--- src/rtl/xor_share_arbiter.sv ---
// xor_share_arbiter: grants one of NREQ requesters at a time, runs its operands
// through a shared registered XOR datapath, and returns the result over a
// valid/ready handshake tagged with the requester index.
// Build option: define XOR_SHARE_FIXED_PRIO_EN for fixed priority (req[0]
// highest). The default build uses round-robin.
module xor_share_arbiter #(
  parameter int WIDTH = 5,
  parameter int NREQ  = 4
) (
  input  logic                  clk,
  input  logic                  rst_n,
  input  logic [NREQ-1:0]       req,
  input  logic [NREQ*WIDTH-1:0] op_a,
  input  logic [NREQ*WIDTH-1:0] op_b,
  output logic [NREQ-1:0]       gnt,
  output logic [WIDTH-1:0]      res,
  output logic [1:0]            res_id,
  output logic                  res_valid,
  input  logic                  res_ready
);
  localparam int IDW    = 2;
  // One register stage sits in the XOR datapath, so BUSY spans two cycles.
  localparam int STAGES = 1;

  typedef enum logic [1:0] {IDLE = 2'd0, BUSY = 2'd1, HOLD = 2'd2} state_t;

  typedef struct packed {
    logic [IDW-1:0]   id;
    logic [WIDTH-1:0] a;
    logic [WIDTH-1:0] b;
  } op_t;

  logic [NREQ-1:0][WIDTH-1:0] a_v, b_v;
  assign a_v = op_a;
  assign b_v = op_b;

  state_t           state_q, state_d;
  logic             grant;
  logic             win_vld;
  logic [IDW-1:0]   win_id, idx, start;
  op_t              lat;
  logic [WIDTH-1:0] x_q;
  logic [STAGES:0]  vld_pipe;
  logic [NREQ-1:0]  gnt_q;
  logic [WIDTH-1:0] res_q;
  logic [IDW-1:0]   res_id_q;
  logic             res_valid_q;

`ifdef XOR_SHARE_FIXED_PRIO_EN
  assign start = '0;
`else
  logic [IDW-1:0] ptr;
  // Round-robin pointer: the search after a grant starts just past the winner.
  always_ff @(posedge clk or negedge rst_n) begin
    if (!rst_n)     ptr <= '0;
    else if (grant) ptr <= win_id + 1'b1;
  end
  assign start = ptr;
`endif

  // Winner search from start, wrapping through the 2-bit index.
  always_comb begin
    win_vld = 1'b0;
    win_id  = '0;
    idx     = '0;
    for (int k = 0; k < NREQ; k++) begin
      idx = start + IDW'(k);
      if (!win_vld && req[idx]) begin
        win_vld = 1'b1;
        win_id  = idx;
      end
    end
  end

  // FSM state register.
  always_ff @(posedge clk or negedge rst_n) begin
    if (!rst_n) state_q <= IDLE;
    else        state_q <= state_d;
  end

  // Next state; a grant is only issued from IDLE.
  always_comb begin
    state_d = state_q;
    grant   = 1'b0;
    unique case (state_q)
      IDLE: if (win_vld) begin
        grant   = 1'b1;
        state_d = BUSY;
      end
      BUSY:    if (vld_pipe[STAGES]) state_d = HOLD;
      HOLD:    if (res_ready)        state_d = IDLE;
      default: state_d = IDLE;
    endcase
  end

  // Operand capture, shared XOR stage and result/handshake registers.
  always_ff @(posedge clk or negedge rst_n) begin
    if (!rst_n) begin
      gnt_q       <= '0;
      lat         <= '0;
      x_q         <= '0;
      vld_pipe    <= '0;
      res_q       <= '0;
      res_id_q    <= '0;
      res_valid_q <= 1'b0;
    end else begin
      gnt_q    <= grant ? (NREQ'(1) << win_id) : '0;
      vld_pipe <= {vld_pipe[STAGES-1:0], grant};
      if (grant)
        lat <= '{id: win_id, a: a_v[win_id], b: b_v[win_id]};
      if (vld_pipe[0])
        x_q <= lat.a ^ lat.b;
      if (state_q == BUSY && vld_pipe[STAGES]) begin
        res_q       <= x_q;
        res_id_q    <= lat.id;
        res_valid_q <= 1'b1;
      end else if (state_q == HOLD && res_ready) begin
        res_valid_q <= 1'b0;
      end
    end
  end

  assign gnt       = gnt_q;
  assign res       = res_q;
  assign res_id    = res_id_q;
  assign res_valid = res_valid_q;
endmodule
--- config.mk ---
export PLATFORM = sky130hd
export DESIGN_NAME = xor_share_arbiter
export DESIGN_NICKNAME = d
export VERILOG_FILES = /design/src/rtl/xor_share_arbiter.sv
export SDC_FILE = /design/constraint.sdc
export NUM_CORES = 1
export LEC_CHECK = 0
export CORE_UTILIZATION = 48
export DETAILED_ROUTE_END_ITERATION = 8
export GPL_ROUTABILITY_DRIVEN = 0
export GPL_TIMING_DRIVEN = 0
export PLACE_DENSITY = 0.84
export REMOVE_ABC_BUFFERS = 1
export SETUP_SLACK_MARGIN = 0.1
export SYNTH_ARGS = -nofsm -noshare
export SYNTH_HDL_FRONTEND = slang
export SYNTH_SLANG_ARGS = --single-unit
--- constraint.sdc ---
create_clock -name clk -period 2.7 [get_ports clk]
set_clock_uncertainty 0.05 [all_clocks]
set_input_delay 0.405 -clock clk [delete_from_list [all_inputs] [get_ports clk]]
set_output_delay 0.405 -clock clk [all_outputs]
set_load 0.02 [all_outputs]
## Yosys cells after proc, flatten, opt, wreduce, memory -nomap -nowiden

Cells that the tools add are included.

| storage, ports and cells | value |
|---|---|
| flip-flop bits (word level) | 35 |
| bits of input ports | 47 |
| output and inout bits | 12 |
| logic and storage cells | 67 |

| cells by class | value |
|---|---|
| add/subtract/negate cells | 4 |
| magnitude comparators | 5 |
| equality and inequality tests | 5 |
| shift-type cells | 1 |
| muxes and demuxes | 29 |
| bitwise gates (word level) | 1 |
| reductions and logical operators | 11 |

Operators by type and width:

| cell | number |
|---|---|
| binary-select mux 5 bit (select 2 bit) | 2 |
| less-than comparator 2 x 3 -> 1 bit, second input constant | 5 |
| two-way mux 2 bit | 7 |
| two-way mux 1 bit | 12 |
| two-way mux 5 bit | 2 |
| binary-select mux 1 bit (select 2 bit) | 4 |
| != test 2 bit, second input constant | 3 |
| one-hot mux 2 bit (3 select lines) | 1 |
| logical AND 1 bit | 5 |
| bitwise XOR 5 bit | 1 |
| adder 2 x 1 -> 2 bit, second input constant | 2 |
| adder 2 bit, second input constant | 2 |
| two-way mux 4 bit | 1 |
| << shifter 1 x 2 -> 4 bit, first input constant | 1 |
| zero test 1 bit | 3 |
| AND reduction 3 bit | 1 |
| == test 2 x 1 -> 1 bit, second input constant | 1 |
| == test 2 bit, second input constant | 1 |
| zero test 2 bit | 1 |
| nonzero test 2 bit | 1 |

## Logic depth before layout (Yosys ltp)

| logic depth | value |
|---|---|
| depth after elaboration | 15 |
| depth in mapped cells | 7 |
| gate-level depth less buffers | 5 |

## Worst setup path before layout

Ideal clock, no wire load.

| path | value |
|---|---|
| path kind | flip-flop to flip-flop |
| from | register ptr[1] |
| to | register lat[7] in the netlist's numbering |
| setup time | 0.126 ns |
| arrival time | 1.657 ns |
| required time | 2.524 ns |
| slack | 0.867 ns |
| stages on the path, launching flop included | 7 |
| period minus slack after synthesis | 1.833 ns |
| cells stage by stage | dfrtp_1 -> nand2b_1 -> a21o_1 -> nand2_2 -> buf_6 -> mux2_4 -> a221o_1 |

| on the way | value |
|---|---|
| word-level cells in the longest chain between the ends | 14 |
| elaborated cells on any way between the ends | 29 |
| classes of those cells | 3 x add/sub; 20 x mux; 6 x reduce/logical |

RTL lines:

| what | RTL line | RTL |
|---|---|---|
| start, declared | 52 | `logic [IDW-1:0] ptr;` |
| start signal, assigned | 56 | `else if (grant) ptr <= win_id + 1'b1;` |
| branches (longest 14 deep; another with adder 2 x 1 -> 2 bit) | n/a |  |
| end signal, assigned | 110 | `lat <= '{id: win_id, a: a_v[win_id], b: b_v[win_id]};` |
| end, declared | 41 | `op_t lat;` |

Several ways; the timed one is not identified. The select of a mux whose other input is x is not followed.
A chain may end at the register's enable or synchronous reset.

## Worst setup path in the final report

| path | value |
|---|---|
| from | input port req[3] |
| to | register lat[2] in the netlist's numbering |

| on the way | value |
|---|---|
| word-level cells in the longest chain between the ends | 14 |
| elaborated cells on any way between the ends | 26 |
| classes of those cells | 20 x mux; 6 x reduce/logical |

RTL lines:

| what | RTL line | RTL |
|---|---|---|
| start, declared | 12 | `input logic [NREQ-1:0] req,` |
| binary-select mux 1 bit (select 2 bit) | 68 | `if (!win_vld && req[idx]) begin` |
| two-way mux 1 bit (not written as such) | 68 |  |
| two-way mux 1 bit | 68 |  |
| zero test 1 bit | 68 |  |
| logical AND 1 bit | 68 |  |
| two-way mux 1 bit | 68 |  |
| zero test 1 bit | 68 |  |
| logical AND 1 bit | 68 |  |
| two-way mux 1 bit | 68 |  |
| zero test 1 bit | 68 |  |
| logical AND 1 bit | 68 |  |
| two-way mux 2 bit or two-way mux 1 bit (tied branches) | 68 |  |
| binary-select mux 5 bit (select 2 bit) or two-way mux 1 bit (tied branches) | 110, 86 |  |
| two-way mux 5 bit (not written as such) or two-way mux 1 bit (tied branches) | 110, 85 |  |

Several ways; a longest one is shown, not always the timed one. The select of a mux whose other input is x is not followed.

==> impl_metrics.env <==
export IMPL_synthToLayoutAreaGrowth_pct=36.5
export IMPL_wl_met2_um=1890
export IMPL_rsz0062_at_grt="false"
export IMPL_seq_area_frac_synth_pct=50.6
export IMPL_maxSlewHeadroom_pct=50.8
export IMPL_post_route_drc_count=0
export IMPL_post_cts_buffers=0
export IMPL_n_antenna_cell=0
export IMPL_cts_tree="built"
export IMPL_netlist_area_um2=1730
export IMPL_ios=59
export IMPL_clk_latency_ns=0.32
export IMPL_clockRootBuffer="clkbuf_4"
export IMPL_dieWidth_um=62.1
export IMPL_final_nets=263
export IMPL_drt_met1_wl_um=1500
export IMPL_dp_hpwl_um=2900
export IMPL_slowest_delay_ns=0.56
export IMPL_path_class="input port to flip-flop"
export IMPL_start_util_pct=51.1
export IMPL_crit_required_ns=2.86
export IMPL_io_buffers=58
export IMPL_grt_util_all_layers_pct=21.2
export IMPL_cp_slowest_cell="clkdlybuf4s50_1"
export IMPL_fin_ws_ns=0.277
export IMPL_fmaxAchievable_mhz=413
export IMPL_antenna_found_initial=0
export IMPL_ant_nets=0
export IMPL_drtIter0Drc=35
export IMPL_grt_pass1_vias=1288
export IMPL_cts_resized=0
export IMPL_min_period_ns=2.42
export IMPL_crit_chain="clkdlybuf4s50_1 -> mux2i_1 -> a2bb2oi_2 -> nand2_2 -> mux2_2 -> a221o_1"
export IMPL_hold_viol=0
export IMPL_finalSetupViolCount=0
export IMPL_fill_cells=275
export IMPL_worstMarginPinSlew_ns=0.737
export IMPL_cts_buffers=5
export IMPL_crit_family="compound AO/OA/AOI/OAI gates"
export IMPL_cts_num_sinks=35
export IMPL_grt_max_degree=36
export IMPL_peakVddDrop_mv=0.434
export IMPL_p_per_area_nw_per_um2=943
export IMPL_cp_arrival_ns=2.59
export IMPL_post_route_period_util_pct=89.7
export IMPL_cts_path_max_buffers=2
export IMPL_die_h_um=62.1
export IMPL_status="finished, final reports clean"
export IMPL_design_die_area_um2=3850
export IMPL_drive_gt1_share_pct=13.5
export IMPL_met3WireLength_um=176
export IMPL_htree_levels=2
export IMPL_std_cell_rows=21
export IMPL_wl_per_cell_um=13.8
export IMPL_avgSynthCellArea_um2=11.0
export IMPL_endpoint_kind="flip-flop"
export IMPL_setup_tns_ns=0
export IMPL_wl_um=3610
export IMPL_placed_area_um2=2320
export IMPL_vias=1390
export IMPL_synth_cell_types=32
export IMPL_post_place_ws_ns=-0.0765
export IMPL_drv_slew=0
export IMPL_crit_fanout=14
export IMPL_ctsHoldBuffers=0
export IMPL_synth_seq_cells=35
export IMPL_yosysWarnings=0
export IMPL_p_leak_nw=0.973
export IMPL_worstSetupStartpointType="input port"
export IMPL_grt_pass1_wl_um=5720
export IMPL_core_um2=3390
export IMPL_route_top_layer_used="met4"
export IMPL_fin_area_um2=2360
export IMPL_via_per_inst=5.33
export IMPL_maxCapViolCount=0
export IMPL_clkTransAtPathRegs_ns=0.09
export IMPL_hp_class="input port to async pin"
export IMPL_path_buf_inv=1
export IMPL_first_pass_iters=4
export IMPL_gr_total_overflow=0
export IMPL_synthCells=158
## logic make-up (layout without fill, tap and decap cells)
family / after synthesis / in the layout / share of synthesized area, %
muxes: 18 / 18 / 11.8
AOI/OAI and AO/OA: 43 / 43 / 18.5
buffers and inverters: 9 / 66 / 2.89
DFF: 35 / 35 / 50.6
and+or+nand+nor: 47 / 47 / 13.2
xor gates and xnor gates: 6 / 6 / 3.03
## power breakdown
part	internal (mW)	switching [mW]	total (mW)
Sequential	0.762	0.181	0.943
Combinational	0.539	0.504	1.04
Clock	0.0925	0.150	0.242
## Yosys cell counts, drive strengths merged
master	number	area [um^2]
dfrtp	35	876
nor2	16	60.1
a21oi	14	81.3
mux2	13	154
a211oi	10	95.1
nand2	10	40.0
o21ai	9	45.0
a221o	6	60.1
nand3	6	30.0
xnor2	6	52.6
mux2i	5	50.1
and3	4	25.0
clkbuf	4	15.0
buf	3	27.5
inv	2	7.51
nand2b	2	12.5
nor3	2	10.0
nor4	2	12.5
or3	2	17.5
a21o	1	7.51
a2bb2oi	1	15.0
nand3b	1	7.51
nor2b	1	6.26
nor3b	1	7.51
o21a	1	7.51
o2bb2ai	1	8.76
## worst paths after layout
path	start	endpoint	slack (ns)	depth (start not counted)
max	req[3]	lat[2]$_DFFE_PN0P_	0.28	6
min	rst_n	res_id[1]$_DFFE_PN0P_	0.08	1
max reg2reg	ptr[1]$_DFFE_PN0P_	lat[2]$_DFFE_PN0P_	0.42	5
min reg2reg	lat[11]$_DFFE_PN0P_	lat[11]$_DFFE_PN0P_	0.43	2
max in group asynchronous	rst_n	lat[5]$_DFFE_PN0P_	2.04	1
min in group clk	lat[11]$_DFFE_PN0P_	lat[11]$_DFFE_PN0P_	0.43	2
## state kept, by name, indices dropped and copies added, names as in the netlist
| name | count |
|---|---|
| gnt | 4 |
| vld_pipe | 2 |
| lat | 12 |
| res_valid | 1 |
| res | 5 |
| ptr | 2 |
| state_q | 2 |
| x_q | 5 |
| res_id | 2 |
## worst register-to-register path: stages (launching register included)
cell and delay, ns:
dfrtp_1 0.46, mux2i_1 0.18, a2bb2oi_2 0.39, nand2_2 0.37, mux2_2 0.39, a221o_1 0.33
## layout by cell type, fill, tap and decap left out, drive strengths merged
master         count
a211oi            10
a21o               1
a21oi             14
a221o              6
a2bb2oi            1
and3               4
buf                1
clkbuf             6
clkdlybuf4s50     57
dfrtp             35
inv                2
mux2              13
mux2i              5
nand2             10
nand2b             2
nand3              6
nand3b             1
nor2              16
nor2b              1
nor3               2
nor3b              1
nor4               2
o21a               1
o21ai              9
o2bb2ai            1
or3                2
xnor2              6
## through the flow
| stage | hold slack [ns] | power (mW) | instances | utilization, % |
|---|---|---|---|---|
| 4_1_cts | 0.0882 | 2.25 | 261 | 69.7 |
| 3_5_place_dp | 0.414 | 2.01 | 255 | 68.5 |
| 3_3_place_gp | 0.408 | 1.94 | 255 | 68.7 |
| 2_1_floorplan | 0.0594 | 1.63 | 151 | - |
| 6_report | 0.0837 | 2.23 | 261 | 69.7 |
| 5_1_grt | 0.141 | 2.40 | 261 | 69.7 |
## metal layers
| metal | global-route usage, % | vias to the layer above |
|---|---|---|
| met1 | 26.3 | 643 |
| li1 | - | 693 |
| met5 | 0 | - |
| met3 | 3.31 | 4 |
| met4 | 12.4 | 0 |
| met2 | 35.0 | 50 |
## cell type report
type | count | area [um^2] | area share, %
multi-input cells | 114 | 806 | 34.1
clock buffers | 6 | 41.3 | 1.75
well taps | 46 | 57.6 | 2.44
inverters | 2 | 7.51 | 0.318
flip-flops and latches | 35 | 876 | 37.1
repair buffers | 58 | 576 | 24.4
Power figures use the tool's default switching activity.
